`src/rtl/lfsr_bist_seq.sv`:
```
// March-style memory BIST sequencer: writes a 16-bit Fibonacci LFSR pattern to every
// address, re-seeds, reads everything back and reports pass/fail, first failing address and count.
module lfsr_bist_seq #(
    parameter int ADDR_W = 8,
    parameter int RD_LAT = 1,
    parameter int CNT_W  = 8
) (
    input  logic              clk,
    input  logic              rstn,
    input  logic              start,
    input  logic              abort,
    input  logic [15:0]       seed_in,
    output logic              mem_en,
    output logic              mem_we,
    output logic [ADDR_W-1:0] mem_addr,
    output logic [15:0]       mem_wdata,
    input  logic [15:0]       mem_rdata,
    output logic              busy,
    output logic              done,
    output logic              fail,
    output logic [ADDR_W-1:0] fail_addr,
    output logic [CNT_W-1:0]  fail_cnt,
    output logic [2:0]        dbg_state
);

    localparam logic [2:0] S_IDLE   = 3'd0;
    localparam logic [2:0] S_WR     = 3'd1;
    localparam logic [2:0] S_RESEED = 3'd2;
    localparam logic [2:0] S_RD     = 3'd3;
    localparam logic [2:0] S_DRAIN  = 3'd4;
    localparam logic [2:0] S_DONE   = 3'd5;

    logic [2:0]        r_state;
    logic [15:0]       r_lfsr;
    logic [15:0]       r_seed;
    logic [ADDR_W-1:0] r_addr;
    logic [2:0]        r_drain;
    logic [RD_LAT-1:0] r_pv;
    logic [15:0]       r_pdata [RD_LAT];
    logic [ADDR_W-1:0] r_paddr [RD_LAT];
    logic              r_fail;
    logic [ADDR_W-1:0] r_fail_addr;
    logic [CNT_W-1:0]  r_fail_cnt;

    logic [15:0] w_lfsr_next;
    logic [15:0] w_seed;
    logic        w_last;
    logic        w_launch;
    logic        w_push;
    logic        w_miss;

    assign w_lfsr_next = {r_lfsr[14:0], r_lfsr[15] ^ r_lfsr[13] ^ r_lfsr[12] ^ r_lfsr[10]};
    // An all-zero seed would lock the LFSR at zero forever.
    assign w_seed      = (seed_in == 16'h0000) ? 16'h0001 : seed_in;
    assign w_last      = &r_addr;
    assign w_launch    = !abort && start && (r_state == S_IDLE || r_state == S_DONE);
    assign w_push      = !abort && (r_state == S_RD);
    assign w_miss      = r_pv[RD_LAT-1] && (mem_rdata != r_pdata[RD_LAT-1]);

    always_ff @(posedge clk or negedge rstn) begin
        if (!rstn) begin
            r_state <= S_IDLE;
            r_lfsr  <= 16'h0001;
            r_seed  <= 16'h0001;
            r_addr  <= '0;
            r_drain <= '0;
        end else if (abort) begin
            r_state <= S_IDLE;
        end else begin
            case (r_state)
                S_IDLE, S_DONE: begin
                    if (start) begin
                        r_seed  <= w_seed;
                        r_lfsr  <= w_seed;
                        r_addr  <= '0;
                        r_state <= S_WR;
                    end
                end
                S_WR: begin
                    r_lfsr <= w_lfsr_next;
                    r_addr <= r_addr + ADDR_W'(1);
                    if (w_last) r_state <= S_RESEED;
                end
                S_RESEED: begin
                    r_lfsr  <= r_seed;
                    r_state <= S_RD;
                end
                S_RD: begin
                    r_lfsr <= w_lfsr_next;
                    r_addr <= r_addr + ADDR_W'(1);
                    if (w_last) begin
                        r_drain <= '0;
                        r_state <= S_DRAIN;
                    end
                end
                S_DRAIN: begin
                    r_drain <= r_drain + 3'd1;
                    if (r_drain == 3'(RD_LAT - 1)) r_state <= S_DONE;
                end
                default: r_state <= S_IDLE;
            endcase
        end
    end

    // Expect pipeline mirrors the SRAM read latency so each entry meets its own read data.
    always_ff @(posedge clk or negedge rstn) begin
        if (!rstn) begin
            r_pv        <= '0;
            for (int i = 0; i < RD_LAT; i++) begin
                r_pdata[i] <= '0;
                r_paddr[i] <= '0;
            end
            r_fail      <= 1'b0;
            r_fail_addr <= '0;
            r_fail_cnt  <= '0;
        end else begin
            r_pv[0]    <= w_push;
            r_pdata[0] <= r_lfsr;
            r_paddr[0] <= r_addr;
            for (int i = 1; i < RD_LAT; i++) begin
                r_pv[i]    <= r_pv[i-1];
                r_pdata[i] <= r_pdata[i-1];
                r_paddr[i] <= r_paddr[i-1];
            end
            if (abort) r_pv <= '0;
            if (w_launch) begin
                r_fail      <= 1'b0;
                r_fail_addr <= '0;
                r_fail_cnt  <= '0;
            end else if (!abort && w_miss) begin
                r_fail <= 1'b1;
                if (!r_fail) r_fail_addr <= r_paddr[RD_LAT-1];
                if (r_fail_cnt != {CNT_W{1'b1}}) r_fail_cnt <= r_fail_cnt + CNT_W'(1);
            end
        end
    end

    assign mem_en    = (r_state == S_WR) || (r_state == S_RD);
    assign mem_we    = (r_state == S_WR);
    assign mem_addr  = mem_en ? r_addr : '0;
    assign mem_wdata = mem_we ? r_lfsr : 16'h0000;
    assign busy      = (r_state == S_WR) || (r_state == S_RESEED) ||
                       (r_state == S_RD) || (r_state == S_DRAIN);
    assign done      = (r_state == S_DONE);
    assign fail      = r_fail;
    assign fail_addr = r_fail_addr;
    assign fail_cnt  = r_fail_cnt;
    assign dbg_state = r_state;

endmodule

```
`config.mk`:
```
export PLATFORM = sky130hd
export DESIGN_NAME = lfsr_bist_seq
export DESIGN_NICKNAME = d
export VERILOG_FILES = /design/src/rtl/lfsr_bist_seq.sv
export SDC_FILE = /design/constraint.sdc
export NUM_CORES = 1
export LEC_CHECK = 0
export CAP_MARGIN = 20
export CELL_PAD_IN_SITES_DETAIL_PLACEMENT = 2
export CELL_PAD_IN_SITES_GLOBAL_PLACEMENT = 2
export CORE_ASPECT_RATIO = 0.75
export CORE_MARGIN = 3
export CORE_UTILIZATION = 34
export CTS_CLUSTER_DIAMETER = 30
export CTS_CLUSTER_SIZE = 14
export DETAILED_ROUTE_END_ITERATION = 12
export PLACE_DENSITY = 0.8
export SLEW_MARGIN = 10
export SYNTH_ARGS = -nofsm -noshare
export SYNTH_HDL_FRONTEND = slang
export SYNTH_SLANG_ARGS = --single-unit
```
`constraint.sdc`:
```
create_clock -name clk -period 5.33 [get_ports clk]
set_input_delay 1.599 -clock clk [delete_from_list [all_inputs] [get_ports clk]]
set_output_delay 1.599 -clock clk [all_outputs]
set_load 0.05 [all_outputs]
```
# --- After elaboration in Yosys (flattened, before gate mapping) ---
# Cells that the tools add are included.
# W data, S select, Z words.
totals:
  word_cells: 85
  input_bits: 36
  ff_bits: 88
  out_inout_bits: 48
op_classes:
  n_reduce_logical: 29
  eq_ne: 14
  bitwise_logic: 4
  n_addsub: 3
  mux: 24
op_table:
  columns: ["op", "count"]
  rows:
  - ["$mux W8", 8]
  - ["$mux W16", 3]
  - ["$pmux W16 S3", 1]
  - ["$mux W3", 6]
  - ["$add A8 B1 Y8 const B", 2]
  - ["$logic_not A16 Y1", 1]
  - ["$ne A16 B16 Y1", 1]
  - ["$pmux W8 S2", 1]
  - ["$pmux W3 S5", 1]
  - ["$reduce_and A3 Y1", 4]
  - ["$ne A3 B3 Y1 const B", 3]
  - ["$ne A8 B8 Y1 const B", 1]
  - ["$reduce_and A8 Y1", 1]
  - ["$reduce_bool A2 Y1", 4]
  - ["$eq A3 B2 Y1 const B", 2]
  - ["$eq A3 B3 Y1 const B", 2]
  - ["$logic_not A3 Y1", 2]
  - ["$pmux W3 S2", 1]
  - ["$logic_and A1 B1 Y1", 5]
  - ["$logic_or A1 B1 Y1", 5]
  - ["$ne A2 B2 Y1 const B", 2]
  - ["$reduce_and A2 Y1", 2]
  - ["$reduce_and A4 Y1", 1]
  - ["$reduce_or A2 Y1", 2]
  - ["9 further kinds", 13]

# --- Depth between registers and ports, before layout ---
logic_depth:
  depth_word: 5
  depth_mapped: 8
  mapped_depth_nobuf: 7

# --- Worst setup path before layout ---
# OpenSTA, ideal clock, no wires.
synth_timing:
  path_type: "register -> output"
  start: "register r_state[2] (netlist: dbg_state[2])"
  end: "output mem_wdata[13]"
  t_arrival_ps: 2249
  n_path_buf: 2
  t_required_ps: 3731
  setup_slack_ps: 1482
  stages_incl_launch_ff: 7
  path_cell_list: "dfrtp_1 -> buf_4 -> inv_4 -> nand2_2 -> inv_2 -> clkbuf_1 -> and3_1"
synth_via:
  elab_chain_len: 2
synth_rtl:
  columns: ["element", "line_no", "rtl"]
  rows:
  - ["start, declared", "33", "logic [2:0] r_state;"]
  - ["start signal, assigned", "62", "r_state <= S_IDLE;"]
  - ["start signal, assigned", "68", "r_state <= S_IDLE;"]
  - ["start signal, assigned", "76", "r_state <= S_WR;"]
  - ["$eq A3 B1 Y1", "139", "assign mem_we = (r_state == S_WR);"]
  - ["$mux W16", "141", "assign mem_wdata = mem_we ? r_lfsr : 16'h0000;"]
  - ["end, declared", "16", "output logic [15:0] mem_wdata,"]
# Every way passes these cells.

# --- Worst setup path in the final report ---
layout_timing:
  start: "register r_state[1] (netlist: dbg_state[1])"
  end: "output mem_wdata[4]"
# Same word-level chain as after synthesis.

==> summary.md <==
| Metric | Value |
|---|---|
| EDFF count, synth | 0 |
| Drt wl/cell | 21.2 um |
| FMAX | 0.240 GHz |
| CP cell instances | inv_1 > and3_1 > clkdlybuf4s50_1 |
| FF+latch count, synth | 88 |
| TNS Setup | 0 ns |
| Cts repair resizes | 0 |
| DRC viols | 0 |
| Post-CTS Setup Repair Bufs | 0 |
| Post-Syn Nets | 487 |
| GPL Wtd Cong | 0.753 |
| Share of layout cells above drive strength 1 | 0.0923 |
| Sequential cell area | 0.00220 mm^2 |
| Relative slew margins | 0.312 |
| Vias in the first global route | 3994 |
| Root Buffer | clkbuf_16 |
| Maximum clock path buffer count | 2 |
| Core area | 0.0120 mm^2 |
| P per Cell Area | 326 mW/mm^2 |
| CTS tree | built |
| Die W | 136 um |
| Final Hold Violating Endpoints | 0 |
| Ys flop type | dfrtp_1 |
| CTS clk-pin slew, worst paths | 0.07 ns |
| Htree depth | 3 |
| HPWL after DPL | 10400 um |
| CTS Sinks | 88 |
| CP top delay family | buffers and inverters |
| Yosys synthesis warning count | 0 |
| TritonCTS Buffers | 9 |
| Worst-Skew Late Latency | 0.35 ns |
| Yosys cell types | 56 |
| Buffers on Ports | 83 |
| CP arrival | 2.56 ns |
| Initial Utilization | 0.359 |
| Die Ht | 103 um |
| Total power | 1.82 mW |
| 1st-iter DRT viols | 180 |
| Critical Path Source Type | flip-flop |
| Delay of the slowest critical-path stage | 0.81 ns |
| Leak Pwr | 2.45 nW |
| CP required | 3.73 ns |
| Largest net degree at the start of global routing | 56 |
| Total grt overflow | 0 |
| CP Capture Type | output port |
| Final min period | 4.16 ns |
| Seq/Total Area, Yosys | 0.514 |
| Via count | 3632 |
| Final setup fails | 0 |
| Yosys top cell area share | 0.502 |
| Pre-Repair DR Iteration Count | 4 |
| Hold buffer count at CTS | 0 |
| Async set-or-reset flop fraction in the synthesized netlist | 1.00 |
| Fin crit share | 0.781 |
| Status | finished, final reports clean |
| Top post-synthesis cells by count | nand2_1, dfrtp_1, nor2_1, o21ai_1, a21oi_1 |
| Row count | 34 |
| Final setup margin | 1.17 ns |
| Critical path peak fanout | 22 |
| Unrepaired setup endpoints after global routing | false |
| Multi-input combinational cell area | 0.00193 mm^2 |
| Antenna-violating nets left | 0 |
| Drt via density | 5.24 |
| Final Skew | 0.00983 ns |
| Worst IR Drop VDD | 0.000251 V |
| Crit path kind | flip-flop to output port |
| Fill cells | 1272 |
| Cells after synthesis | 447 |
| Die area | 0.0140 mm^2 |
| Final WL | 14700 um |
| Initial antenna violation count | 0 |
| Crit path max-delay cell type | clkdlybuf4s50_1 |
| Final Slew Violations | 0 |
| WP buf/inv | 2 |
| HP Class | flip-flop to flip-flop |
| Nets | 566 |
| Global-route wire length before repair | 23000 um |
| Maxcap violations | 0 |
| I/O pin cnt | 84 |
| Cell with the most instances after synthesis | nand2_1 |
| Non-Filler Instances | 693 |
| Synthesis-to-layout area growth | 30.1% |
| Worst hold margin | 0.428 ns |
| Synth area leaders | dfrtp_1, nand2_1, xor2_1 |
| All-layer global routing usage | 0.216 |
| ANT cells | 0 |
| Biggest area consumer among synthesized cells | dfrtp_1 |
| Slew of the pin with the lowest slew margin | 1.03 ns |
| Worst slack, placed | 1.53 ns |
| Placed insts | 676 |
| Synth Area per Inst | 9.59 um^2 |
| Post-Syn Area | 0.00429 mm^2 |
-- through the flow --
stage	cell area, um^2	utilization
final	5580	0.467
after global routing	5580	0.467
after CTS	5570	0.466
after detailed placement	5260	0.440
after global placement	5250	0.439
after floorplan	4290	-
-- kinds of logic after synthesis --
group,count (synthesis),share of synthesized area
xor+xnor,28,0.0616
mux,9,0.0210
compound gates,79,0.118
fa+ha+maj,4,0.0117
flops,88,0.514
buf+inv,35,0.0362
simple gates,204,0.237
-- worst paths after layout --
kind	start	end	slack (ns)	depth (start not counted)
max	dbg_state[1]	mem_wdata[4]	1.17	3
min	r_addr[7]	r_paddr[7]	0.43	0
max reg2reg	dbg_state[1]	r_lfsr[15]	2.99	4
min reg2reg	r_addr[7]	r_paddr[7]	0.43	0
max in group asynchronous	rstn	r_paddr[7]	3.06	2
min in group asynchronous	rstn	fail_cnt[2]	1.30	1
-- cell type report --
class	instances	share of cell area
Tap cell	162	0.0363
Sequential cell	88	0.395
Timing Repair Buffer	90	0.159
Inverter	13	0.00920
Multi-Input combinational cell	324	0.346
Clock buffer	10	0.0429
Clock inverter	6	0.0121
-- per-layer routing --
| layer | up-vias | track usage | share of wire | routed length [um] |
|---|---|---|---|---|
| li1 | 1694 | - | - | - |
| met1 | 1867 | 0.291 | 0.47 | 6870 |
| met2 | 64 | 0.369 | 0.49 | 7200 |
| met3 | 7 | 0.0464 | 0.039 | 569 |
| met4 | 0 | 0.0395 | 0.0050 | 74 |
| met5 | - | 0 | 0 | 0 |
-- cell usage in the layout (no fill, tap or decap), types with 4 or more instances in the layout --
cell type | synthesis | final
nor2_1 | 33 | 33
xnor2_1 | 10 | 10
and2_1 | 7 | 7
a22oi_1 | 13 | 13
nand2_1 | 95 | 95
nand4_1 | 5 | 5
a21oi_1 | 21 | 21
nor4_1 | 5 | 5
buf_4 | 2 | 7
and3_1 | 19 | 19
dfrtp_1 | 86 | 86
clkbuf_16 | 0 | 9
inv_1 | 10 | 10
o21ai_0 | 5 | 5
ha_1 | 4 | 4
nor3_1 | 8 | 8
nand3_1 | 10 | 10
mux2i_1 | 9 | 9
xor2_1 | 17 | 17
o21ai_1 | 22 | 22
clkdlybuf4s50_1 | 0 | 82
nor4_2 | 4 | 4
-- flip-flops by register name (all words and copies together), names as in the netlist --
| name | count |
|---|---|
| dbg_state | 3 |
| fail | 1 |
| fail_addr | 8 |
| fail_cnt | 8 |
| r_addr | 8 |
| r_drain | 3 |
| r_lfsr | 16 |
| r_paddr | 8 |
| r_pdata | 16 |
| r_pv | 1 |
| r_seed | 16 |
-- where the power goes --
part           switching (mW)  internal, mW
logic                   0.200         0.125
registers              0.0816         0.754
clock network           0.277         0.378
total                   0.558          1.26
(Power assumes the default switching activity.)
